File: config.mk
export PLATFORM = sky130hd
export DESIGN_NAME = axi_lite_rd_arbiter
export DESIGN_NICKNAME = d
export VERILOG_FILES = /design/src/rtl/axi_lite_rd_arbiter_pkg.sv /design/src/rtl/axi_lite_rd_arbiter_rr_arb2.sv /design/src/rtl/axi_lite_rd_arbiter.sv
export SDC_FILE = /design/constraint.sdc
export NUM_CORES = 1
export LEC_CHECK = 0
export ABC_CLOCK_PERIOD_IN_PS = 1100
export BUFFER_PORTS_ARGS = -buffer_cell sky130_fd_sc_hd__buf_4
export CAP_MARGIN = 20
export CORE_AREA = 2 2 82 84
export DETAILED_ROUTE_END_ITERATION = 16
export DIE_AREA = 0 0 84 86
export MAX_ROUTING_LAYER = met4
export SLEW_MARGIN = 30
export SYNTH_ARGS = -nofsm -noshare
export SYNTH_HDL_FRONTEND = slang
export SYNTH_HIERARCHICAL = 1
export SYNTH_SLANG_ARGS = --single-unit
File: constraint.sdc
create_clock -name clk_i -period 1.1 [get_ports clk_i]
set_input_delay 0.11 -clock clk_i [delete_from_list [all_inputs] [get_ports clk_i]]
set_output_delay 0.11 -clock clk_i [all_outputs]
set_load 0.01 [all_outputs]
File: src/rtl/axi_lite_rd_arbiter_pkg.sv
// Shared definitions for the two-master AXI-Lite read arbiter.
//   - default address/data widths of the core's AXI-Lite bus
//   - master index constants (IFU = 0, LSU = 1)
//   - one-hot FSM state encoding used by the arbiter
package axi_lite_rd_arbiter_pkg;

    localparam int DEF_ADDR_W = 32;
    localparam int DEF_DATA_W = 32;

    localparam logic MST_IFU = 1'b0;
    localparam logic MST_LSU = 1'b1;

    typedef enum logic [2:0] {
        ST_IDLE = 3'b001,
        ST_ADDR = 3'b010,
        ST_DATA = 3'b100
    } arb_state_e;

endpackage

File: src/rtl/axi_lite_rd_arbiter_rr_arb2.sv
// Two-request round-robin picker (purely combinational).
// Ports:
//   req   in  2  request vector, bit 0 = IFU, bit 1 = LSU
//   last  in  1  master that completed the most recent transaction
//   gnt   out 1  index of the master that wins this arbitration
// With no request the output simply repeats 'last'; the parent ignores it then.
module axi_lite_rd_arbiter_rr_arb2
    import axi_lite_rd_arbiter_pkg::*;
(
    input  logic [1:0] req,
    input  logic       last,
    output logic       gnt
);

    // A lone requester always wins; on a tie the master that was not served
    // last time goes first, which bounds any wait to one foreign transaction.
    always_comb begin
        gnt = last;
        case (req)
            2'b01:   gnt = MST_IFU;
            2'b10:   gnt = MST_LSU;
            2'b11:   gnt = ~last;
            default: gnt = last;
        endcase
    end

endmodule

File: src/rtl/axi_lite_rd_arbiter.sv
// Shares one AXI-Lite read channel (AR/R) between the IFU (m0) and the LSU (m1).
// Only one read is in flight at a time; the grant is held from the AR phase
// until the R handshake and ties alternate round-robin.
// Ports:
//   clk_i, rst_i                       clock, synchronous active-high reset
//   m0_ar_valid_i/_addr_i, m0_ar_ready_o   IFU read address channel
//   m0_r_valid_o/_data_o/_resp_o, m0_r_ready_i  IFU read data channel
//   m1_*                               same set for the LSU
//   slv_ar_valid_o/_addr_o, slv_ar_ready_i  address channel to memory slave
//   slv_r_valid_i/_data_i/_resp_i, slv_r_ready_o  data channel from slave
module axi_lite_rd_arbiter
    import axi_lite_rd_arbiter_pkg::*;
#(
    parameter int ADDR_W = DEF_ADDR_W,
    parameter int DATA_W = DEF_DATA_W
) (
    input  logic              clk_i,
    input  logic              rst_i,

    input  logic              m0_ar_valid_i,
    input  logic [ADDR_W-1:0] m0_ar_addr_i,
    output logic              m0_ar_ready_o,
    output logic              m0_r_valid_o,
    output logic [DATA_W-1:0] m0_r_data_o,
    output logic [1:0]        m0_r_resp_o,
    input  logic              m0_r_ready_i,

    input  logic              m1_ar_valid_i,
    input  logic [ADDR_W-1:0] m1_ar_addr_i,
    output logic              m1_ar_ready_o,
    output logic              m1_r_valid_o,
    output logic [DATA_W-1:0] m1_r_data_o,
    output logic [1:0]        m1_r_resp_o,
    input  logic              m1_r_ready_i,

    output logic              slv_ar_valid_o,
    output logic [ADDR_W-1:0] slv_ar_addr_o,
    input  logic              slv_ar_ready_i,
    input  logic              slv_r_valid_i,
    input  logic [DATA_W-1:0] slv_r_data_i,
    input  logic [1:0]        slv_r_resp_i,
    output logic              slv_r_ready_o
);

    arb_state_e state;
    logic       gnt;
    logic       last_gnt;
    logic       pick;
    logic       in_addr;
    logic       in_data;
    logic       gnt_ifu;
    logic       r_ready_sel;

    // Round-robin decision from the live requests; only consumed in IDLE.
    axi_lite_rd_arbiter_rr_arb2 u_rr_arb2 (
        .req  ({m1_ar_valid_i, m0_ar_valid_i}),
        .last (last_gnt),
        .gnt  (pick)
    );

    // Any encoding other than ADDR/DATA (including corrupted ones) behaves
    // as IDLE, both here and in the FSM default branch.
    assign in_addr     = (state == ST_ADDR);
    assign in_data     = (state == ST_DATA);
    assign gnt_ifu     = (gnt == MST_IFU);
    assign r_ready_sel = gnt_ifu ? m0_r_ready_i : m1_r_ready_i;

    // Transaction FSM. The grant is captured once in IDLE and then frozen
    // until the R handshake. Returning to IDLE without re-arbitrating in the
    // same cycle guarantees one idle cycle between transactions.
    always_ff @(posedge clk_i) begin
        if (rst_i) begin
            state    <= ST_IDLE;
            gnt      <= MST_IFU;
            last_gnt <= MST_LSU;
        end else begin
            case (state)
                ST_ADDR: begin
                    if (slv_ar_ready_i) begin
                        state <= ST_DATA;
                    end
                end
                ST_DATA: begin
                    if (slv_r_valid_i && r_ready_sel) begin
                        last_gnt <= gnt;
                        state    <= ST_IDLE;
                    end
                end
                default: begin
                    if (m0_ar_valid_i || m1_ar_valid_i) begin
                        gnt   <= pick;
                        state <= ST_ADDR;
                    end
                end
            endcase
        end
    end

    // Address channel: the slave sees only the granted master's address and
    // only the granted master sees the slave's ready.
    assign slv_ar_valid_o = in_addr;
    assign slv_ar_addr_o  = gnt_ifu ? m0_ar_addr_i : m1_ar_addr_i;
    assign m0_ar_ready_o  = in_addr &&  gnt_ifu && slv_ar_ready_i;
    assign m1_ar_ready_o  = in_addr && !gnt_ifu && slv_ar_ready_i;

    // Data channel: payload is broadcast unregistered, valid is gated to the
    // granted master and that master's ready is forwarded to the slave.
    assign m0_r_valid_o  = in_data &&  gnt_ifu && slv_r_valid_i;
    assign m1_r_valid_o  = in_data && !gnt_ifu && slv_r_valid_i;
    assign slv_r_ready_o = in_data && r_ready_sel;
    assign m0_r_data_o   = slv_r_data_i;
    assign m1_r_data_o   = slv_r_data_i;
    assign m0_r_resp_o   = slv_r_resp_i;
    assign m1_r_resp_o   = slv_r_resp_i;

endmodule

# == Yosys cells after proc, flatten, opt, wreduce, memory -nomap -nowiden ==
# Cells that the tools add are included.
# totals
romBits,0
latch_bits,0
out_inout_bits,106
n_memories,0
mem_bits_rw,0
register_bits,5
# classes
bitwise_logic,3
div,0
mul,0
n_addsub,0
reduce_logical,16
n_shift,0
muxes,7
magnitude_cmp,0
eq_ne,7
# ops
operator,count
two-way mux 32 bit,1
logical AND 1 bit,10
two-way mux 3 bit,3
case mux 3 bit (2 select lines),1
== test 2 bit (second input constant),2
AND reduction 2 bit,2
== test 3 x 2 -> 1 bit (second input constant),1
== test 3 bit (second input constant),1
inverter 1 bit,3
case mux 1 bit (3 select lines),1
AND reduction 3 bit,1
nonzero test 3 bit,1
== test 2 x 1 -> 1 bit (second input constant),1
!= test 2 x 1 -> 1 bit (second input constant),1
!= test 2 bit (second input constant),1
OR reduction 2 bit,1
logical OR 1 bit,1
two-way mux 1 bit,1

# == Longest topological paths before layout ==
# Gate-level depths: netlist of run 1.
# logic_depth
depth_word,4
ltp_mapped,5
ltp_nobuf,5

# == By module ==
# The synthesis of run 1 kept the hierarchy.
# by_module_without_submodules
mod,instances,cells_per_inst,area_each_um2
axi_lite_rd_arbiter,1,143,1193.6
axi_lite_rd_arbiter_rr_arb2,1,2,13.8

# == Worst setup path before layout of run 1 ==
# Ideal clock, no wire load.
# synth_timing
kind,register -> output
start,register state[1]
end,output m0_ar_ready_o
path_stages_with_launch,4
required_ps,990
arrival_ps,1186
path_slack_ps,-196
n_path_buf,0
path_cell_list,dfxtp_1 -> nor3b_1 -> nand2_1 -> nor2_1
# synth_between
elab_chain_len,3
# synth_lines
element,line_no,text
from (decl),axi_lite_rd_arbiter.sv:45,arb_state_e state;
from (signal assigned),axi_lite_rd_arbiter.sv:73,state <= ST_IDLE;
from (signal assigned),axi_lite_rd_arbiter.sv:80,state <= ST_DATA;
from (signal assigned),axi_lite_rd_arbiter.sv:86,state <= ST_IDLE;
== test 3 x 2 -> 1 bit,axi_lite_rd_arbiter.sv:63,assign in_addr = (state == ST_ADDR);
via slv_ar_valid_o,axi_lite_rd_arbiter.sv:36,"output logic slv_ar_valid_o,"
logical AND 1 bit (2 in a row),axi_lite_rd_arbiter.sv:103,assign m0_ar_ready_o = in_addr && gnt_ifu && slv_ar_ready_i;
to (decl),axi_lite_rd_arbiter.sv:22,"output logic m0_ar_ready_o,"
# The timed path passes the listed nets, and every way through them passes these cells.

# == Worst setup path in the final report of run 1 ==
# layout_timing
start,register gnt
end,output slv_ar_addr_o[12]
# layout_between
elab_chain_len,1
# layout_lines
element,line_no,text
from (decl),axi_lite_rd_arbiter.sv:46,logic gnt;
from (signal assigned),axi_lite_rd_arbiter.sv:91,gnt <= pick;
two-way mux 32 bit,axi_lite_rd_arbiter.sv:102,assign slv_ar_addr_o = gnt_ifu ? m0_ar_addr_i : m1_ar_addr_i;
to (decl),axi_lite_rd_arbiter.sv:37,"output logic [ADDR_W-1:0] slv_ar_addr_o,"
# No other way between the ends.

==> impl_metrics.json, run 1 <==
{
  "status": "finished, violations left",
  "violations": "negative setup slack",
  "busiest_layer": "met2",
  "vias_per_cell": 4.138,
  "cts.sinks": 5,
  "worstMarginPinSlew_ns": 0.1951,
  "antennaDiodeCount": 0,
  "skew_ns": 0.0006817,
  "grt_usage_pct": 10.77,
  "yosysMostFrequentCell": "buf_4",
  "syn_nets": 251,
  "wl_per_cell_um": 15.18,
  "syn_area_per_cell_sq_um": 8.327,
  "synth.area.mux_share_pct": 31.50,
  "seqCellArea_sq_um": 115.1,
  "use_met2_pct": 17.24,
  "yosys.cell_types.count": 23,
  "synth_compound_gate_area_share_pct": 6.010,
  "cp.buffers_inverters": 2,
  "hold_path_class": "in -> reg",
  "start_kind": "flip-flop",
  "path_cells": "buf_16 > mux2_2 > buf_4",
  "synth_cells": 145,
  "cts_tree": "yes",
  "yosysSeqAreaShare_pct": 8.290,
  "path_delay_family": "flip-flops",
  "grt_max_degree": 18,
  "leakage_nw": 0.9631,
  "p_clk_share_pct": 21.9,
  "rsz0062_at_grt": "yes",
  "setup_violations": 40,
  "ys_seq_elements": 5,
  "critPathMaxFanout": 16,
  "grt_pass1_wl_um": 6051,
  "synth_xor_area_share_pct": 0.7254,
  "required_ns": 0.99,
  "cap_violations": 0,
  "gr-total-overflow": 0,
  "synth_commonest_cells": "buf_4 (68), mux2_2 (32), dfxtp_1 (5), nor2_1 (5)",
  "post-route-min-period_ns": 1.402,
  "gp_congestion": 0.7476,
  "post-route-drc-count": 0,
  "dieArea_sq_um": 7224,
  "use_met3_pct": 5.101,
  "htreeDepth": 1,
  "post-synth-top-area-fraction_pct": 42.28,
  "max_freq_mhz": 713.1,
  "yosys_warnings": 6,
  "cts_root_buffer": "clkbuf_8",
  "cts_buffer_depth": 2,
  "power.density_nw_per_um2": 785.8,
  "multi_input_area_sq_um": 688.2,
  "internal-power_mw": 1.095,
  "fin_nets": 306,
  "netlist_area_sq_um": 1207,
  "power_mw": 1.561,
  "first_global_vias": 1187,
  "final_layout_size_suffix_gt1_share_pct": 86.43,
  "cts_made_buffers": 3,
  "holdBufCountCts": 0,
  "grt_antenna_before_repair": 0,
  "clkLatencyLatePin_ns": 0.22,
  "final.period_utilization_pct": 127.5,
  "fp-row-count": 29,
  "core_sq_um": 6277,
  "p_seq_share_pct": 13.9,
  "critPathMaxStageDelay_ns": 0.39,
  "synthAdderAreaFrac_pct": 0,
  "ir_drop_mv": 0.4813,
  "synth_top_area_cell": "buf_4",
  "io_pins": 212,
  "routed_wl_um": 4189,
  "ys.flop_type": "dfxtp_1",
  "ys_async_sr_fraction_pct": 0,
  "yosys.area_share.simple_pct": 8.290,
  "first_pass_iters": 4,
  "met1_usage_pct": 12.00,
  "io_buffer_count": 109,
  "area_growth_pct": 64.56,
  "path_clk_slew_ns": 0.04,
  "p_comb_share_pct": 64.3,
  "p_sw_uw": 466.4,
  "swShare_pct": 29.88,
  "synth_top_family_by_area": "buffers and inverters",
  "synthTopCellsByArea": "buf_4 (42%), mux2_2 (30%), dfxtp_1 (8.3%), o211ai_1 (1.9%), buf_2 (1.7%)",
  "worstSetupPathType": "reg -> out",
  "dp_slack_ns": -0.1485,
  "crit_arrival_ns": 1.29,
  "slew_headroom_pct": 86.72,
  "synth_edf_count": 0,
  "die_h_um": 86,
  "hpwl_um": 3130,
  "num_vias": 1142,
  "antenna_left": 0,
  "drt-initial-drc-count": 11,
  "maxSlewViolCount": 0,
  "cp_slowest_cell": "dfxtp_4",
  "setup_slack_ns": -0.3024,
  "hold_viol_final": 0,
  "fill_cells": 666,
  "start_util_pct": 19.23,
  "die_w_um": 84,
  "end_kind": "output port"
}
power groups by stage:
stage	clock network (mW)	logic, mW	registers (mW)
floorplan	0	0.627	0.212
global placement	0	0.818	0.214
detailed placement	0	0.823	0.215
CTS	0.357	0.973	0.218
global route	0.375	1.07	0.219
finish	0.341	1.00	0.217
worst paths after layout:
kind | start | endpoint | depth (start not counted) | slack, ns
min reg2reg | last_gnt$_SDFFE_PP1P_ | last_gnt$_SDFFE_PP1P_ | 2 | 0.54
max | gnt$_SDFFE_PP0P_ | slv_ar_addr_o[12] | 3 | -0.30
min | slv_ar_ready_i | state[1]$_SDFFE_PP0P_ | 2 | 0.08
max reg2reg | gnt$_SDFFE_PP0P_ | state[2]$_SDFFE_PP0P_ | 4 | -0.06
worst reg2reg max path: cells and delay by family, from the launching register on:
kind / cells / cell delay (ns)
flops: 1 / 0.39
mux: 1 / 0.27
compound gates: 2 / 0.27
buf+inv: 1 / 0.15
sequential cells by signal, indices dropped and copies added, names as in the netlist:
signal	cells
gnt	1
last_gnt	1
state	3
logic make-up after synthesis:
kind of cell / count (synthesis)
DFF: 5
AOI/OAI and AO/OA: 12
xor gates and xnor gates: 1
and+or+nand+nor: 17
buffers and inverters: 76
muxes: 34
metrics by stage:
| step | setup TNS [ns] | cell area, sq um | utilization (%) | cells | hold WS [ns] |
|---|---|---|---|---|---|
| after detailed placement | -4.431 | 1660 | 26.45 | 265 | 0.2201 |
| after global placement | -3.743 | 1660 | 26.45 | 265 | 0.2201 |
| final | -9.629 | 1987 | 31.65 | 276 | 0.08267 |
| after CTS | -10.29 | 1939 | 30.90 | 275 | 0.07237 |
| after global routing | -11.69 | 1987 | 31.65 | 276 | 0.08865 |
| after floorplan | 0 | 1244 | - | 145 | 0.1794 |
layout make-up:
class / instances / share of cell area, %
Clock buffer: 4 / 2.267
Tap cell: 77 / 4.849
Sequential cell: 5 / 5.793
Timing Repair Buffer: 122 / 51.70
Multi-Input combinational cell: 64 / 34.63
Inverter: 4 / 0.7557
routing by layer:
metal  up-vias  part of all wire, %  routed length [um]
met2        78                   48                2015
met4         0                  2.1                  89
met1       507                   36                1499
li1        532                    -                   -
met3        25                   14                 585
met5         -                    0                   0
cells in the final DEF, fill, tap and decap left out, types with 2 or more instances in the layout:
master    count
buf_4        99
mux2_4       16
nor2_1        2
a21oi_1       3
o21ai_0       2
dfxtp_4       4
nor2_2        3
clkbuf_8      3
mux2_2       16
buf_6        21
o211ai_1      3
inv_1         4
nand2b_1      2
timing repair:
action,4_1_cts,5_1_grt
pin swaps,4,2
cloned,1,0
setup endpoints to repair,41,41
resized for setup,47,11
setup buffers,5,1
Note: power is estimated with default switching activity, not from simulation.
==> run 2: changes to the inputs <==
--- a/config.mk
+++ b/config.mk
@@ -12,8 +12,10 @@
 export DETAILED_ROUTE_END_ITERATION = 16
 export DIE_AREA = 0 0 84 86
 export MAX_ROUTING_LAYER = met4
+export SKIP_LAST_GASP = 1
 export SLEW_MARGIN = 30
 export SYNTH_ARGS = -nofsm -noshare
 export SYNTH_HDL_FRONTEND = slang
 export SYNTH_HIERARCHICAL = 1
 export SYNTH_SLANG_ARGS = --single-unit
+export TNS_END_PERCENT = 50
==> impl_metrics.json, run 2 (synthesis results as in run 1) <==
{
  "largest_register_ffs": 3,
  "crit_arrival_ns": 1.28,
  "gp_congestion": 0.7603,
  "violations": "negative setup slack",
  "cts_buffer_depth": 2,
  "cts.sinks": 5,
  "drt-initial-drc-count": 14,
  "required_ns": 0.99,
  "cp_slowest_cell": "dfxtp_4",
  "dp_slack_ns": -0.2061,
  "leakage_nw": 0.9118,
  "cap_violations": 0,
  "io_buffer_count": 109,
  "top_register": "state",
  "gr-total-overflow": 0,
  "cp.buffers_inverters": 2,
  "dieArea_sq_um": 7224,
  "post-route-min-period_ns": 1.391,
  "path_clk_slew_ns": 0.04,
  "place_area_sq_um": 1683,
  "max_freq_mhz": 719.1,
  "fin_nets": 309,
  "cts_made_buffers": 3,
  "first_global_vias": 1127,
  "grt_pass1_wl_um": 5733,
  "io_pins": 212,
  "first_pass_iters": 4,
  "final_common_cell": "buf_4",
  "path_cells": "buf_12 > mux2_2 > buf_4",
  "critPathMaxStageDelay_ns": 0.41,
  "clkLatencyLatePin_ns": 0.23,
  "critPathMaxFanout": 10,
  "timing.hold.ws_ns": 0.08473,
  "core_sq_um": 6277,
  "fin_area_sq_um": 1889,
  "antennaDiodeCount": 0,
  "worstMarginPinSlew_ns": 0.1865,
  "end_kind": "output port",
  "r2r_start": "state[0]$_SDFFE_PP1P_",
  "ir_drop_mv": 0.2329,
  "die_w_um": 84,
  "hpwl_um": 3316,
  "skew_ns": 0.01063,
  "maxSlewViolCount": 0,
  "grt_usage_pct": 10.25,
  "setup_slack_ns": -0.2906,
  "largestRegisters": "state x3, gnt x1, last_gnt x1",
  "power.density_nw_per_um2": 806.5,
  "vias_per_cell": 4.122,
  "instances_no_fill": 279,
  "final.period_utilization_pct": 126.4,
  "start_kind": "flip-flop",
  "setup_violations": 41,
  "antenna_left": 0,
  "routed_wl_um": 4168,
  "hp-start": "slv_ar_ready_i",
  "slew_headroom_pct": 87.21,
  "num_vias": 1150,
  "htreeDepth": 1,
  "post-route-drc-count": 0,
  "grt_antenna_before_repair": 0,
  "wl_per_cell_um": 14.94,
  "worstSetupPathType": "reg -> out",
  "cp-startpoint": "gnt$_SDFFE_PP0P_",
  "final_layout_size_suffix_gt1_share_pct": 84.16,
  "path_delay_family": "flip-flops",
  "rsz0062_at_grt": "yes",
  "cts_root_buffer": "clkbuf_8",
  "area_growth_pct": 56.48,
  "cts_tree": "yes",
  "start_util_pct": 19.23,
  "placed_cells": 268,
  "final_cell_mix": "buf_4 (117), mux2_2 (29), nor2_1 (5)",
  "fp-row-count": 29,
  "status": "finished, violations left",
  "grt_max_degree": 21,
  "die_h_um": 86,
  "hold_path_class": "in -> reg",
  "hold_viol_final": 0,
  "holdBufCountCts": 0
}
==> run 2: changes by cell type in the layout (fill, tap and decap cells not counted), sizes merged <==
cell and change:
buf +1, clkbuf +1, clkinv +1
==> run 2: timing repair <==
action	4_1_cts	5_1_grt
resized for setup	6	14
buffers inserted	0	5
gates cloned	0	2
endpoints found under the setup margin	42	43
pin swaps	0	3
==> run 2: worst reg2reg max path: cells and delay by family (launching register included) <==
family / cells / cell delay, ns
AND/OR/NAND/NOR: 2 / 0.60
buffers and inverters: 2 / 0.25
flip-flops: 1 / 0.35
==> run 2: through the flow <==
| stage | utilization [%] | total power [mW] | setup TNS (ns) |
|---|---|---|---|
| 3_3_place_gp | 26.81 | 1.056 | -4.280 |
| 6_report | 30.10 | 1.524 | -10.33 |
| 3_5_place_dp | 26.81 | 1.062 | -4.831 |
| 2_1_floorplan | - | 0.8347 | -0.1022 |
| 5_1_grt | 30.10 | 1.615 | -11.98 |
| 4_1_cts | 27.96 | 1.447 | -10.71 |
==> run 2: worst paths after layout <==
kind	depth (start not counted)	endpoint	slack (ns)
worst max register to register	4	gnt$_SDFFE_PP0P_	-0.19
worst min-delay path	2	state[1]$_SDFFE_PP0P_	0.08
worst max-delay path	3	slv_ar_addr_o[2]	-0.29
worst min register to register	2	last_gnt$_SDFFE_PP1P_	0.53
==> run 2: layer usage <==
layer,wire length [um],vias up,GRT usage [%]
met1,1599,514,11.02
met2,1967,81,16.87
met4,80,0,4.252
met3,520,18,4.139
li1,-,537,-
met5,0,-,-
==> run 2: area by class of cell <==
| cell class | instances | area (sq um) |
|---|---|---|
| inverters | 4 | 15.01 |
| repair buffers | 125 | 1013 |
| clock inverters | 1 | 5.005 |
| well taps | 77 | 96.34 |
| clock buffers | 3 | 41.29 |
| multi-input cells | 64 | 609.3 |
| fillers | 666 | 4388 |
| flip-flops and latches | 5 | 108.9 |
==> run 2: power breakdown <==
group	internal, mW	total [mW]	switching (mW)
clock	0.244	0.347	0.103
combinational	0.621	0.958	0.337
sequential	0.195	0.219	0.0236
total	1.06	1.52	0.464
==> run 3: changes to the inputs <==
--- a/config.mk
+++ b/config.mk
@@ -12,6 +12,7 @@
 export DETAILED_ROUTE_END_ITERATION = 16
 export DIE_AREA = 0 0 84 86
 export MAX_ROUTING_LAYER = met4
+export PLACE_DENSITY_LB_ADDON = 0.1
 export SKIP_LAST_GASP = 1
 export SLEW_MARGIN = 30
 export SYNTH_ARGS = -nofsm -noshare
==> impl_metrics.json, run 3 (synthesis results as in run 1) <==
{
  "num_vias": 1165,
  "cts_made_buffers": 3,
  "hold_viol_final": 0,
  "antennaDiodeCount": 0,
  "final.period_utilization_pct": 126.5,
  "cap_violations": 0,
  "max_freq_mhz": 718.9,
  "slew_headroom_pct": 81.93,
  "cts_buffer_depth": 2,
  "setup_violations": 39,
  "end_kind": "output port",
  "cts.sinks": 5,
  "start_kind": "flip-flop",
  "required_ns": 0.99,
  "timing.hold.ws_ns": 0.07809,
  "maxSlewViolCount": 0,
  "cts_root_buffer": "clkbuf_8",
  "area_growth_pct": 50.47,
  "final_cell_mix": "buf_4 (115), mux2_2 (26), mux2_4 (6)",
  "grt_antenna_before_repair": 0,
  "power.density_nw_per_um2": 802.2,
  "hold_path_class": "in -> reg",
  "grt_pass1_wl_um": 6458,
  "start_util_pct": 19.23,
  "largestRegisters": "state x3, gnt x1, last_gnt x1",
  "io_buffer_count": 109,
  "hpwl_um": 3966,
  "worstMarginPinSlew_ns": 0.2635,
  "clkLatencyLatePin_ns": 0.22,
  "vias_per_cell": 4.267,
  "largest_register_ffs": 3,
  "r2r_start": "gnt$_SDFFE_PP0P_",
  "ir_drop_mv": 0.3797,
  "final_layout_size_suffix_gt1_share_pct": 83.16,
  "gr-total-overflow": 0,
  "grt_max_degree": 25,
  "setup_slack_ns": -0.2911,
  "post-route-drc-count": 0,
  "fin_area_sq_um": 1817,
  "reg2reg_slack_ns": -0.07,
  "gp_congestion": 0.8375,
  "wl_per_cell_um": 17.29,
  "cp-startpoint": "gnt$_SDFFE_PP0P_",
  "htreeDepth": 1,
  "placed_cells": 267,
  "reg2reg_to": "gnt$_SDFFE_PP0P_",
  "fin_setup_tns_ns": -9.561,
  "leakage_nw": 0.8799,
  "instances_no_fill": 273,
  "status": "finished, violations left",
  "first_global_vias": 1170,
  "cts_tree": "yes",
  "skew_ns": 0.001571,
  "antenna_left": 0,
  "dieArea_sq_um": 7224,
  "first_pass_iters": 4,
  "critPathMaxFanout": 11,
  "holdBufCountCts": 0,
  "fin_nets": 303,
  "routed_wl_um": 4719,
  "grt_usage_pct": 11.82,
  "fp-row-count": 29,
  "place_area_sq_um": 1675,
  "die_h_um": 86,
  "rsz0062_at_grt": "yes",
  "drt-initial-drc-count": 25,
  "io_pins": 212,
  "top_register": "state",
  "violations": "negative setup slack",
  "path_clk_slew_ns": 0.04,
  "cp_slowest_cell": "dfxtp_4",
  "path_cells": "clkbuf_16 > mux2_2 > buf_4",
  "critPathMaxStageDelay_ns": 0.41,
  "hp-start": "slv_ar_ready_i",
  "worstSetupPathType": "reg -> out",
  "crit_path_end": "slv_ar_addr_o[17]",
  "crit_arrival_ns": 1.28,
  "post-route-min-period_ns": 1.391,
  "die_w_um": 84,
  "core_sq_um": 6277,
  "ff2ff_path_depth": 3,
  "final_common_cell": "buf_4"
}
-- run 3: cell count changes in the layout (fill, tap and decap cells not counted), sizes merged --
| cell | change |
|---|---|
| buf | -5 |
| clkinv | -1 |
-- run 3: per-layer routing --
metal,GRT usage (%),vias up,share of wire [%]
li1,-,526,-
met1,15.71,514,43
met2,14.98,94,39
met3,4.909,31,13
met4,6.012,0,4.6
met5,-,-,0
-- run 3: power breakdown --
group	switching (mW)	leakage, nW	internal [mW]	total [mW]
logic	0.322	0.814	0.574	0.896
registers	0.0299	0.0432	0.195	0.225
clock network	0.0875	0.0228	0.249	0.336
-- run 3: metrics by stage --
step / util (%) / power [mW] / worst slack (ns)
after floorplan: - / 0.8347 / -0.01703
final: 28.94 / 1.457 / -0.2911
after global placement: 26.69 / 1.059 / -0.1837
after detailed placement: 26.69 / 1.063 / -0.2027
after global routing: 28.94 / 1.545 / -0.3341
after CTS: 27.63 / 1.417 / -0.3075
-- run 3: timing repair --
| action | in CTS | in global routing |
|---|---|---|
| endpoints found under the setup margin | 42 | 42 |
| setup buffers | 0 | 1 |
| gates resized for setup | 5 | 14 |
| pin swaps | 0 | 2 |
| hold endpoints to repair | 0 | 0 |
| gates cloned | 0 | 1 |
-- run 3: final cells by class --
| class | instances | area (sq um) |
|---|---|---|
| fillers | 674 | 4461 |
| repair buffers | 119 | 930.9 |
| multi-input cells | 64 | 616.8 |
| flip-flops and latches | 5 | 112.6 |
| well taps | 77 | 96.34 |
| clock buffers | 4 | 45.04 |
| inverters | 4 | 15.01 |
-- run 3: worst max-delay path: cells and delay by family (launching register included) --
family,cells,cell delay [ns]
mux,1,0.33
buf+inv,2,0.33
flops,1,0.41
-- run 3: worst min path at each step --
stage | endpoint | cells past startpoint
4_1_cts | state[1]$_SDFFE_PP0P_ | 2
5_1_grt | state[1]$_SDFFE_PP0P_ | 2
3_3_place_gp | m1_r_data_o[23] | 0
2_1_floorplan | state[2]$_SDFFE_PP0P_ | 1
3_5_place_dp | m1_r_data_o[23] | 0
6_report | state[1]$_SDFFE_PP0P_ | 2
